`src/rtl/pipe_reg_hs_pkg.sv`:
```
// Shared types and helpers for the handshake pipeline register stage.
package pipe_pkg;

  typedef enum logic [1:0] {
    ST_EMPTY    = 2'd0,
    ST_FULL     = 2'd1,
    ST_SKIDFULL = 2'd2
  } pipe_state_t;

  localparam int OCC_W = 2;

  function automatic logic [OCC_W-1:0] occ_of(input pipe_state_t st);
    logic [OCC_W-1:0] occ;
    case (st)
      ST_EMPTY:    occ = 2'd0;
      ST_FULL:     occ = 2'd1;
      ST_SKIDFULL: occ = 2'd2;
      default:     occ = 2'd0;
    endcase
    return occ;
  endfunction

endpackage

```
`src/rtl/pipe_reg_hs_if.sv`:
```
// Handshake bus of one pipeline register stage: upstream side, downstream side,
// flush and occupancy.
import pipe_pkg::*;

interface pipe_reg_hs_if #(
  parameter int WIDTH = 32
);
  logic             flush;
  logic             in_valid;
  logic             in_ready;
  logic [WIDTH-1:0] in_data;
  logic             out_valid;
  logic             out_ready;
  logic [WIDTH-1:0] out_data;
  logic [OCC_W-1:0] occupancy;

  modport master (
    output flush, in_valid, in_data, out_ready,
    input  in_ready, out_valid, out_data, occupancy
  );

  modport slave (
    input  flush, in_valid, in_data, out_ready,
    output in_ready, out_valid, out_data, occupancy
  );
endinterface

```
`src/rtl/pipe_reg_hs_reg.sv`:
```
// WIDTH-bit enable register with asynchronous active-low reset to RESET_VAL.
import pipe_pkg::*;

module hs_reg_arn #(
  parameter int               WIDTH     = 32,
  parameter logic [WIDTH-1:0] RESET_VAL = '0
) (
  input  logic             clk,
  input  logic             reset_n,
  input  logic             en,
  input  logic [WIDTH-1:0] d,
  output logic [WIDTH-1:0] q
);

  // Data storage, loaded only when enabled.
  always_ff @(posedge clk or negedge reset_n) begin
    if (!reset_n) begin
      q <= RESET_VAL;
    end else if (en) begin
      q <= d;
    end
  end

endmodule

```
`src/rtl/pipe_reg_hs.sv`:
```
// Handshake pipeline register stage; SKID selects a 2-entry skid buffer with a
// registered in_ready, otherwise a single entry with pass-through ready.
import pipe_pkg::*;

module pipe_reg_hs #(
  parameter int               WIDTH     = 32,
  parameter logic [WIDTH-1:0] RESET_VAL = '0,
  parameter int               SKID      = 1
) (
  input logic            clk,
  input logic            reset_n,
  pipe_reg_hs_if.slave   bus
);

  pipe_state_t      state_r;
  pipe_state_t      state_nx_s;
  logic [OCC_W-1:0] occ_r;
  logic             rdy_r;
  logic             in_ready_s;
  logic             out_valid_s;
  logic             in_fire_s;
  logic             out_fire_s;
  logic             main_en_s;
  logic             main_sel_skid_s;
  logic [WIDTH-1:0] main_d_s;
  logic [WIDTH-1:0] main_q_s;
  logic [WIDTH-1:0] skid_q_s;

  assign out_valid_s = (state_r != ST_EMPTY);
  assign in_fire_s   = bus.in_valid && in_ready_s;
  assign out_fire_s  = out_valid_s && bus.out_ready;

  // Upstream ready: skid mode looks only at registered state.
  always_comb begin
    in_ready_s = 1'b0;
    if (SKID != 0) begin
      in_ready_s = rdy_r && (state_r != ST_SKIDFULL);
    end else begin
      in_ready_s = rdy_r && (!out_valid_s || bus.out_ready);
    end
  end

  // Next-state and main-register load decode; flush overrides every transfer.
  always_comb begin
    state_nx_s      = state_r;
    main_en_s       = 1'b0;
    main_sel_skid_s = 1'b0;
    if (bus.flush) begin
      state_nx_s = ST_EMPTY;
    end else begin
      case (state_r)
        ST_EMPTY: begin
          if (in_fire_s) begin
            state_nx_s = ST_FULL;
            main_en_s  = 1'b1;
          end else begin
            state_nx_s = ST_EMPTY;
          end
        end
        ST_FULL: begin
          if (in_fire_s && (out_fire_s || (SKID == 0))) begin
            main_en_s = 1'b1;
          end else if (in_fire_s) begin
            state_nx_s = ST_SKIDFULL;
          end else if (out_fire_s) begin
            state_nx_s = ST_EMPTY;
          end else begin
            state_nx_s = ST_FULL;
          end
        end
        ST_SKIDFULL: begin
          if (out_fire_s) begin
            state_nx_s      = ST_FULL;
            main_en_s       = 1'b1;
            main_sel_skid_s = 1'b1;
          end else begin
            state_nx_s = ST_SKIDFULL;
          end
        end
        default: begin
          state_nx_s = ST_EMPTY;
        end
      endcase
    end
  end

  // Control state, occupancy and the post-reset ready enable.
  always_ff @(posedge clk or negedge reset_n) begin
    if (!reset_n) begin
      state_r <= ST_EMPTY;
      occ_r   <= 2'd0;
      rdy_r   <= 1'b0;
    end else begin
      state_r <= state_nx_s;
      occ_r   <= occ_of(state_nx_s);
      rdy_r   <= 1'b1;
    end
  end

  assign main_d_s = main_sel_skid_s ? skid_q_s : bus.in_data;

  hs_reg_arn #(.WIDTH(WIDTH), .RESET_VAL(RESET_VAL)) u_main (
    .clk     (clk),
    .reset_n (reset_n),
    .en      (main_en_s),
    .d       (main_d_s),
    .q       (main_q_s)
  );

  // The skid entry only captures when main is held by a stalled consumer.
  if (SKID != 0) begin : g_skid
    logic skid_en_s;
    assign skid_en_s = !bus.flush && (state_r == ST_FULL) && in_fire_s && !out_fire_s;
    hs_reg_arn #(.WIDTH(WIDTH), .RESET_VAL(RESET_VAL)) u_skid (
      .clk     (clk),
      .reset_n (reset_n),
      .en      (skid_en_s),
      .d       (bus.in_data),
      .q       (skid_q_s)
    );
  end else begin : g_noskid
    assign skid_q_s = RESET_VAL;
  end

  assign bus.in_ready  = in_ready_s;
  assign bus.out_valid = out_valid_s;
  assign bus.out_data  = main_q_s;
  assign bus.occupancy = occ_r;

endmodule

```
`src/flat_wrapper.sv`:
```
// flat-port wrapper written by rule: the top's interface ports become plain ports
module pipe_reg_hs_flat 
#(
  parameter int               WIDTH     = 32,
  parameter logic [WIDTH-1:0] RESET_VAL = '0,
  parameter int               SKID      = 1
)
  (clk, reset_n, bus_flush, bus_in_valid, bus_in_data, bus_out_ready, bus_in_ready, bus_out_valid, bus_out_data, bus_occupancy);
  pipe_reg_hs_if #(.WIDTH(WIDTH)) bus_i ();
  input logic clk;
  input logic reset_n;
  input wire logic [$bits(bus_i.flush)-1:0] bus_flush;
  input wire logic [$bits(bus_i.in_valid)-1:0] bus_in_valid;
  input wire logic [$bits(bus_i.in_data)-1:0] bus_in_data;
  input wire logic [$bits(bus_i.out_ready)-1:0] bus_out_ready;
  output wire logic [$bits(bus_i.in_ready)-1:0] bus_in_ready;
  output wire logic [$bits(bus_i.out_valid)-1:0] bus_out_valid;
  output wire logic [$bits(bus_i.out_data)-1:0] bus_out_data;
  output wire logic [$bits(bus_i.occupancy)-1:0] bus_occupancy;
  assign bus_i.flush = bus_flush;
  assign bus_i.in_valid = bus_in_valid;
  assign bus_i.in_data = bus_in_data;
  assign bus_i.out_ready = bus_out_ready;
  assign bus_in_ready = bus_i.in_ready;
  assign bus_out_valid = bus_i.out_valid;
  assign bus_out_data = bus_i.out_data;
  assign bus_occupancy = bus_i.occupancy;
  pipe_reg_hs #(.WIDTH(WIDTH), .RESET_VAL(RESET_VAL), .SKID(SKID)) u_core (.clk(clk), .reset_n(reset_n), .bus(bus_i));
endmodule
```
`config.mk`:
```
export PLATFORM = sky130hd
export DESIGN_NAME = pipe_reg_hs_flat
export DESIGN_NICKNAME = d
export VERILOG_FILES = /design/src/rtl/pipe_reg_hs_pkg.sv /design/src/rtl/pipe_reg_hs_if.sv /design/src/rtl/pipe_reg_hs_reg.sv /design/src/rtl/pipe_reg_hs.sv /design/src/flat_wrapper.sv
export SDC_FILE = /design/constraint.sdc
export NUM_CORES = 1
export LEC_CHECK = 0
export BUFFER_PORTS_ARGS = -buffer_cell sky130_fd_sc_hd__buf_2
export CORE_ASPECT_RATIO = 0.7
export CORE_MARGIN = 2
export CORE_UTILIZATION = 27
export CTS_CLUSTER_DIAMETER = 60
export DETAILED_ROUTE_END_ITERATION = 16
export GPL_TIMING_DRIVEN = 0
export PLACE_DENSITY = 0.51
export SLEW_MARGIN = 25
export SYNTH_ARGS = -nofsm -noshare
export SYNTH_HDL_FRONTEND = slang
export SYNTH_SLANG_ARGS = --single-unit
```
`constraint.sdc`:
```
create_clock -name clk -period 2.1 [get_ports clk]
set_input_delay 0.42 -clock clk [delete_from_list [all_inputs] [get_ports clk]]
set_output_delay 0.42 -clock clk [all_outputs]
set_load 0.01 [all_outputs]
```
## Word level (Yosys, flattened, before mapping)

Cells that the tools add are included.

- Multiplexer cells: 16
- Equality and inequality tests: 5
- Reduce and logical (&&, ||, !) cells: 11

Operators by type and width:

| operator | count |
|---|---|
| $mux W32 | 1 |
| $mux W1 | 8 |
| $mux W2 | 4 |
| $logic_and A1 B1 Y1 | 7 |
| $pmux W2 S3 | 1 |
| $eq A2 B1 Y1 const B | 2 |
| $eq A2 B2 Y1 const B | 2 |
| $pmux W2 S2 | 1 |
| $pmux W1 S3 | 1 |
| $logic_not A1 Y1 | 2 |
| $logic_not A2 Y1 | 1 |
| $ne A2 B2 Y1 const B | 1 |
| $reduce_bool A2 Y1 | 1 |

- Output and inout port bits: 36
- Register bits after elaboration: 69
- Input bits: 37

## Depth between registers and ports, before layout

Gate-level depths: netlist of the first run.

- Word-level depth: 9
- Gate-level depth with buffers: 7
- Gate-level depth less buffers: 4

## By module

Synthesis of the first run repeated with hierarchy kept, for this count alone.

- Cells, all modules: 197
- Area, all modules: 3358.2 sq um

Modules (own cells, without submodules):

| module | sequential area each (sq um) | area each (sq um) | cells each | instances |
|---|---|---|---|---|
| hs_reg_arn | 800.8 | 1345.0 | 68 | 2 |
| pipe_reg_hs | 125.1 | 668.1 | 61 | 1 |

## Least setup slack after synthesis of the first run

Ideal clock, no wire load.

- Path kind: input to register
- Start: in bus_flush
- End: reg u_core.u_main.q[10]
- Required time: 2.019 ns
- Setup slack: 0.482 ns
- Data arrival time: 1.536 ns
- Cell stages on the path: 5
- Library setup time: 0.081 ns
- Path buffers: 2
- Cell sequence: buf_6 -> o41ai_4 -> buf_6 -> nor2_1 -> a31oi_2

- Longest elaborated chain between the ends: 2

RTL lines:

| element | line | text |
|---|---|---|
| from (decl) | flat_wrapper.sv:12 | `input wire logic [$bits(bus_i.flush)-1:0] bus_flush;` |
| $mux W1 | pipe_reg_hs.sv:48 | `if (bus.flush) begin` |
| $mux W32 | pipe_reg_hs.sv:100 | `assign main_d_s = main_sel_skid_s ? skid_q_s : bus.in_data;` |
| to (signal assigned) | pipe_reg_hs_reg.sv:18 | `q <= RESET_VAL;` |
| to (signal assigned) | pipe_reg_hs_reg.sv:20 | `q <= d;` |
| to (decl) | pipe_reg_hs_reg.sv:12 | `output logic [WIDTH-1:0] q` |

Parallel ways exist; a longest one is shown, timed or not.
A chain may end at the register's enable or synchronous reset.

## Worst setup path in the final report of the first run

- Start: reg u_core.state_r[1]
- End: reg u_core.u_main.q[1]

- Longest elaborated chain between the ends: 7

RTL lines:

| element | line | text |
|---|---|---|
| from (decl) | pipe_reg_hs.sv:15 | `pipe_state_t state_r;` |
| from (signal assigned) | pipe_reg_hs.sv:94 | `state_r <= state_nx_s;` |
| $ne A2 B2 Y1 | pipe_reg_hs.sv:37 | `in_ready_s = rdy_r && (state_r != ST_SKIDFULL);` |
| $logic_and A1 B1 Y1 | pipe_reg_hs.sv:37 |  |
| $logic_and A1 B1 Y1 | pipe_reg_hs.sv:30 | `assign in_fire_s = bus.in_valid && in_ready_s;` |
| $logic_and A1 B1 Y1 | pipe_reg_hs.sv:61 | `if (in_fire_s && (out_fire_s \|\| (SKID == 0))) begin` |
| $mux W1 | pipe_reg_hs.sv:61 |  |
| $pmux W1 S3 | pipe_reg_hs.sv:51 | `case (state_r)` |
| $mux W1 | pipe_reg_hs.sv:48 |  |

Parallel ways exist; a longest one is shown, timed or not.

==> impl_metrics.json, run 1 <==
{
  "hold_class": "input port to asynchronous set/reset pin",
  "syn_nets": 302,
  "fin_crit_ps": 1840,
  "cts_tree": "yes",
  "whs_ps": 59.3,
  "grtUsageMet1_pct": 15.2,
  "reg2reg_depth": 4,
  "timing.critical_path.arrival_ps": 2090,
  "synth_top_area_share_pct": 56.1,
  "rsz0062_at_grt": "false",
  "antenna_found_initial": 0,
  "io_pins": 73,
  "slew_headroom_pct": 44.4,
  "ant_nets": 0,
  "pre_cts_slack_ps": 107,
  "initial_core_util_pct": 27.9,
  "grt_use_met3_pct": 5.15,
  "drt_iter0_drc": 82,
  "layout_commonest_cell": "buf_2",
  "status": "completed",
  "yosysWarnings": 0,
  "crit_path_end": "u_core.u_main.q[1]",
  "core_mm2": 0.0111,
  "grt_pass1_wl_um": 11300,
  "vias": 2181,
  "avgSynthCellArea_um2": 11.6,
  "clkLatencyLatePin_ps": 330,
  "dpl.hpwl_um": 5000,
  "finalSetupViolCount": 0,
  "wl_per_cell_um": 14.0,
  "powerDensity_mw_per_mm2": 944,
  "grt_start_max_net_pins": 37,
  "stdcell_count": 506,
  "crit_path_start_kind": "flop",
  "cts_htree_levels": 3,
  "dp_cells": 490,
  "fmax_mhz": 543,
  "cts_buffer_depth": 2,
  "synth_seq_cells": 69,
  "rr_endpoint": "u_core.u_main.q[1]",
  "cts_made_buffers": 9,
  "use_met2_pct": 19.5,
  "nets": 385,
  "first_global_vias": 2203,
  "wl_um": 7070,
  "required_ps": 2350,
  "worstSetupEndpointType": "flop",
  "hold_violations": 0,
  "critPathMaxFanout": 10,
  "grt_busiest_layer": "met2",
  "die-area_mm2": 0.0123,
  "io_buffers": 71,
  "rows": 32,
  "layout_common_cells": "74 x buf_2, 69 x dfrtp_1, 65 x nand2_1",
  "worst_slew_pin_slew_ps": 831,
  "gp_congestion": 0.672,
  "area_growth_pct": 27.6,
  "grt_remaining_overflow": 0,
  "drc": 0,
  "dr.pass1.iters": 4,
  "cts_sinks": 69,
  "reg2reg_slack_ps": 260,
  "cts_hold_buf": 0,
  "grt_use_total_pct": 12.2,
  "syn_area_mm2": 0.00308,
  "postLayoutCoreUtil_pct": 35.5,
  "synth_top_area_cell": "dfrtp_1",
  "synthCells": 265,
  "setup_tns_ps": 0,
  "finalMaxSlewViolations": 0,
  "ir_worst_vdd_uv": 397,
  "p_leak_nw": 1.80,
  "crit_start": "u_core.state_r[1]",
  "cts-root-buf": "clkbuf_16",
  "dieHeight_um": 93.3,
  "finalCritPeriodShare_pct": 87.7,
  "insertedDiodeCount": 0,
  "yosysSeqAreaShare_pct": 56.1,
  "vias_per_cell": 4.31,
  "die_w_um": 132,
  "setup_ws_ps": 258,
  "finClkSkew_ps": 5.75,
  "critPathKind": "flop to flop",
  "cts_setup_buffers": 0,
  "synth_cell_type_count": 21,
  "path_clk_slew_ps": 60,
  "r2r_start": "u_core.state_r[1]",
  "synthTopCellsByArea": "dfrtp_1 56%, mux2_2 12%, a31oi_2 11%, nand2_1 7.9%, nor2_1 4.5%",
  "drive_gt1_share_pct": 45.3,
  "cts.repair.resized": 0,
  "drv_cap": 0
}
[registers in the layout, indices dropped and copies added, names as in the netlist]
| name | flops |
|---|---|
| u_core.g_skid.u_skid.q | 32 |
| u_core.u_main.q | 32 |
| u_core.bus.occupancy | 2 |
| u_core.state_r | 2 |
| u_core.rdy_r | 1 |
[logic make-up after synthesis]
logic type | count (synthesis) | share of synthesized area [%]
flip-flops | 69 | 56.1
XOR/XNOR | 1 | 0.285
AO/OA/AOI/OAI | 36 | 13.8
buffers and inverters | 17 | 3.94
multiplexers | 32 | 11.7
AND/OR/NAND/NOR | 109 | 14.0
other | 1 | 0.122
[worst max-delay path: stages (launching register included)]
cell and delay [ps]:
dfrtp_1 470, o41ai_4 840, buf_6 250, nor2_1 60
a31oi_2 140
[report_power, final]
part           leakage (nW)  switching [mW]  internal (mW)
clock                 0.138           0.548          0.857
sequential            0.842           0.118           1.56
combinational         0.815           0.304          0.317
total                  1.80           0.970           2.74
[synth_stat cells, drive strengths merged]
library cell   n
nand3b         1
or2            1
o21a           1
nand2         65
nand3          1
nand2b         1
mux2          32
nor2          37
buf           11
nand4bb        1
conb           1
nor2b          1
o41ai          1
and2           1
clkbuf         6
dfrtp         69
o31ai          2
a31oi         32
xor2           1
[per-layer routing]
layer | vias to the layer above | routed length, um | part of all wire (%)
met5 | - | 0 | 0
met3 | 7 | 425 | 6.0
met1 | 1057 | 3330 | 47
li1 | 1068 | - | -
met2 | 49 | 3230 | 46
met4 | 0 | 87 | 1.2
[final cells by class]
| cell class | count | area [um^2] |
|---|---|---|
| repair buffers | 72 | 378 |
| well taps | 153 | 191 |
| multi-input cells | 179 | 1230 |
| plain buffers | 17 | 121 |
| flip-flops and latches | 69 | 1730 |
| clock inverters | 4 | 22.5 |
| fillers | 1142 | 7120 |
| clock buffers | 12 | 256 |
[metrics by stage]
step | area [um^2] | power, mW
finish | 3930 | 3.71
global route | 3930 | 3.91
CTS | 3930 | 3.78
detailed placement | 3650 | 2.34
global placement | 3620 | 2.32
floorplan | 3080 | 2.06
[worst min path at each step]
| stage | from | end | slack, ps | cells past startpoint |
|---|---|---|---|---|
| floorplan | reset_n | u_core.bus.occupancy[0] | 120 | 0 |
| global placement | u_core.g_skid.u_skid.q[28] | u_core.g_skid.u_skid.q[28] | 490 | 1 |
| detailed placement | reset_n | u_core.bus.occupancy[1] | 420 | 1 |
| CTS | reset_n | u_core.bus.occupancy[1] | 70 | 1 |
| global route | reset_n | u_core.bus.occupancy[1] | 90 | 1 |
| finish | reset_n | u_core.bus.occupancy[1] | 60 | 1 |
(Power assumes the default switching activity.)
==> run 2, diff against run 1 <==
--- a/config.mk
+++ b/config.mk
@@ -13,7 +13,7 @@
 export DETAILED_ROUTE_END_ITERATION = 16
 export GPL_TIMING_DRIVEN = 0
 export PLACE_DENSITY = 0.51
-export SLEW_MARGIN = 25
+export SLEW_MARGIN = 10
 export SYNTH_ARGS = -nofsm -noshare
 export SYNTH_HDL_FRONTEND = slang
 export SYNTH_SLANG_ARGS = --single-unit
==> constraint.sdc (replaced) <==
create_clock -name clk -period 2.1 [get_ports clk]
set_input_delay 0.42 -clock clk [delete_from_list [all_inputs] [get_ports clk]]
set_output_delay 0.42 -clock clk [all_outputs]
set_load 0.02 [all_outputs]
==> run 2 against run 1 <==
Compared with the run above: non-clock buffer count grew 1; wire length shrank 0.52%; via count grew 0.73%; sequential power is essentially flat; critical endpoint unchanged.
==> impl_metrics.json, run 2 (synthesis results as in run 1) <==
{
  "status": "completed",
  "multiInputGateArea_mm2": 0.00123,
  "dieHeight_um": 93.3,
  "nets": 386,
  "fmax_mhz": 543,
  "hold_violations": 0,
  "grt_pass1_wl_um": 11300,
  "crit_path_start_kind": "flop",
  "vias": 2197,
  "whs_ps": 290,
  "power.total_mw": 3.81,
  "grt_use_total_pct": 12.2,
  "antenna_found_initial": 0,
  "core_mm2": 0.0111,
  "slew_headroom_pct": 42.8,
  "wl_per_cell_um": 13.9,
  "grt_start_max_net_pins": 62,
  "cts_sinks": 69,
  "drc": 0,
  "grt_remaining_overflow": 0,
  "layout_commonest_cell": "buf_2",
  "power_frac_comb_pct": 19.0,
  "drt_iter0_drc": 68,
  "dr.pass1.iters": 4,
  "postLayoutCoreUtil_pct": 35.7,
  "rsz0062_at_grt": "false",
  "path_clk_slew_ps": 60,
  "powerDensity_mw_per_mm2": 966,
  "intPower_mw": 2.74,
  "use_met2_pct": 19.5,
  "dpl_cell_area_mm2": 0.00365,
  "gp_congestion": 0.672,
  "fin_area_mm2": 0.00394,
  "timing.critical_path.arrival_ps": 2090,
  "io_buffers": 71,
  "cp_slowest_cell": "o41ai_4",
  "dp_cells": 490,
  "seqCellArea_mm2": 0.00173,
  "io_pins": 73,
  "cts.repair.resized": 0,
  "pre_cts_slack_ps": 99.6,
  "critPathKind": "flop to flop",
  "rows": 32,
  "power.switching_mw": 1.07,
  "cts-root-buf": "clkbuf_16",
  "reg_top3": "u_core.g_skid.u_skid.q: 32 flops, u_core.u_main.q: 32 flops",
  "slowest_delay_ps": 860,
  "required_ps": 2350,
  "worst_slew_pin_slew_ps": 855,
  "layout_common_cells": "74 x buf_2, 69 x dfrtp_1, 65 x nand2_1",
  "grt_busiest_layer": "met2",
  "p_sw_share_pct": 28.1,
  "insertedDiodeCount": 0,
  "clockPowerShare_pct": 36.8,
  "area_growth_pct": 28.1,
  "stdcell_count": 507,
  "cts_buffer_depth": 2,
  "fill_cells": 1157,
  "cts_htree_levels": 3,
  "seqPwrFrac_pct": 44.1,
  "cts_tree": "yes",
  "cts_made_buffers": 9,
  "ir_worst_vdd_uv": 388,
  "grt_use_met3_pct": 4.72,
  "clkLatencyLatePin_ps": 330,
  "finClkSkew_ps": 3.87,
  "path_cells": "o41ai_4 -> buf_6 -> nor2_1 -> a31oi_2",
  "dpl.hpwl_um": 4930,
  "finalMaxSlewViolations": 0,
  "finalSetupViolCount": 0,
  "wl_um": 7030,
  "first_global_vias": 2214,
  "p_leak_nw": 1.80,
  "die_w_um": 132,
  "drv_cap": 0,
  "crit_buf_inv": 1,
  "worstSetupEndpointType": "flop",
  "finalCritPeriodShare_pct": 87.7,
  "die-area_mm2": 0.0123,
  "fin_crit_ps": 1840,
  "initial_core_util_pct": 27.9,
  "setup_ws_ps": 259,
  "hold_class": "input port to flop",
  "setup_tns_ps": 0,
  "ant_nets": 0,
  "crit_family": "compound AO/OA/AOI/OAI gates",
  "critPathMaxFanout": 10,
  "grtUsageMet1_pct": 15.4,
  "drive_gt1_share_pct": 45.2,
  "vias_per_cell": 4.33
}
[run 2: cell types whose count changed in the layout (fill, tap and decap cells not counted), sizes merged]
cell | previous run | this run
dlygate4sd3 | 0 | 1
[run 2: per-layer routing]
metal / routed length, um / vias up
met5: 0 / -
met4: 77 / 0
met3: 393 / 9
met2: 3170 / 56
met1: 3390 / 1062
li1: - / 1070
[run 2: cell type report]
class | instances | share of cell area, %
plain buffers | 17 | 3.08
clock inverters | 4 | 0.571
well taps | 153 | 4.85
multi-input cells | 179 | 31.2
clock buffers | 12 | 6.50
flip-flops and latches | 69 | 43.8
repair buffers | 73 | 10.0
[run 2: repair_timing]
| item | 4_1_cts | 5_1_grt |
|---|---|---|
| setup buffers | 0 | 0 |
| hold buffers | 1 | 0 |
| hold endpoints to repair | 8 | 0 |
[run 2: final timing paths]
| kind | startpoint | to | slack [ps] | depth (start not counted) |
|---|---|---|---|---|
| min reg2reg | u_core.g_skid.u_skid.q[21] | u_core.g_skid.u_skid.q[21] | 500 | 1 |
| max | u_core.state_r[1] | u_core.u_main.q[1] | 260 | 4 |
| min in group asynchronous | reset_n | u_core.state_r[1] | 470 | 2 |
| max reg2reg | u_core.state_r[1] | u_core.u_main.q[1] | 260 | 4 |
| min | bus_flush | u_core.state_r[0] | 290 | 2 |
| max in group asynchronous | reset_n | u_core.g_skid.u_skid.q[17] | 1070 | 3 |
[run 2: power by group through the flow]
stage               registers, mW  clock network, mW  logic, mW
finish                       1.68               1.40      0.725
global placement             1.70                  0      0.721
global route                 1.71               1.51      0.791
floorplan                    1.84                  0      0.321
CTS                          1.68               1.46      0.741
detailed placement           1.70                  0      0.740
[run 2: worst register-to-register path: stages, from the launching register on]
cell	delay, ps
dfrtp_1	460
o41ai_4	860
buf_6	250
nor2_1	60
a31oi_2	130
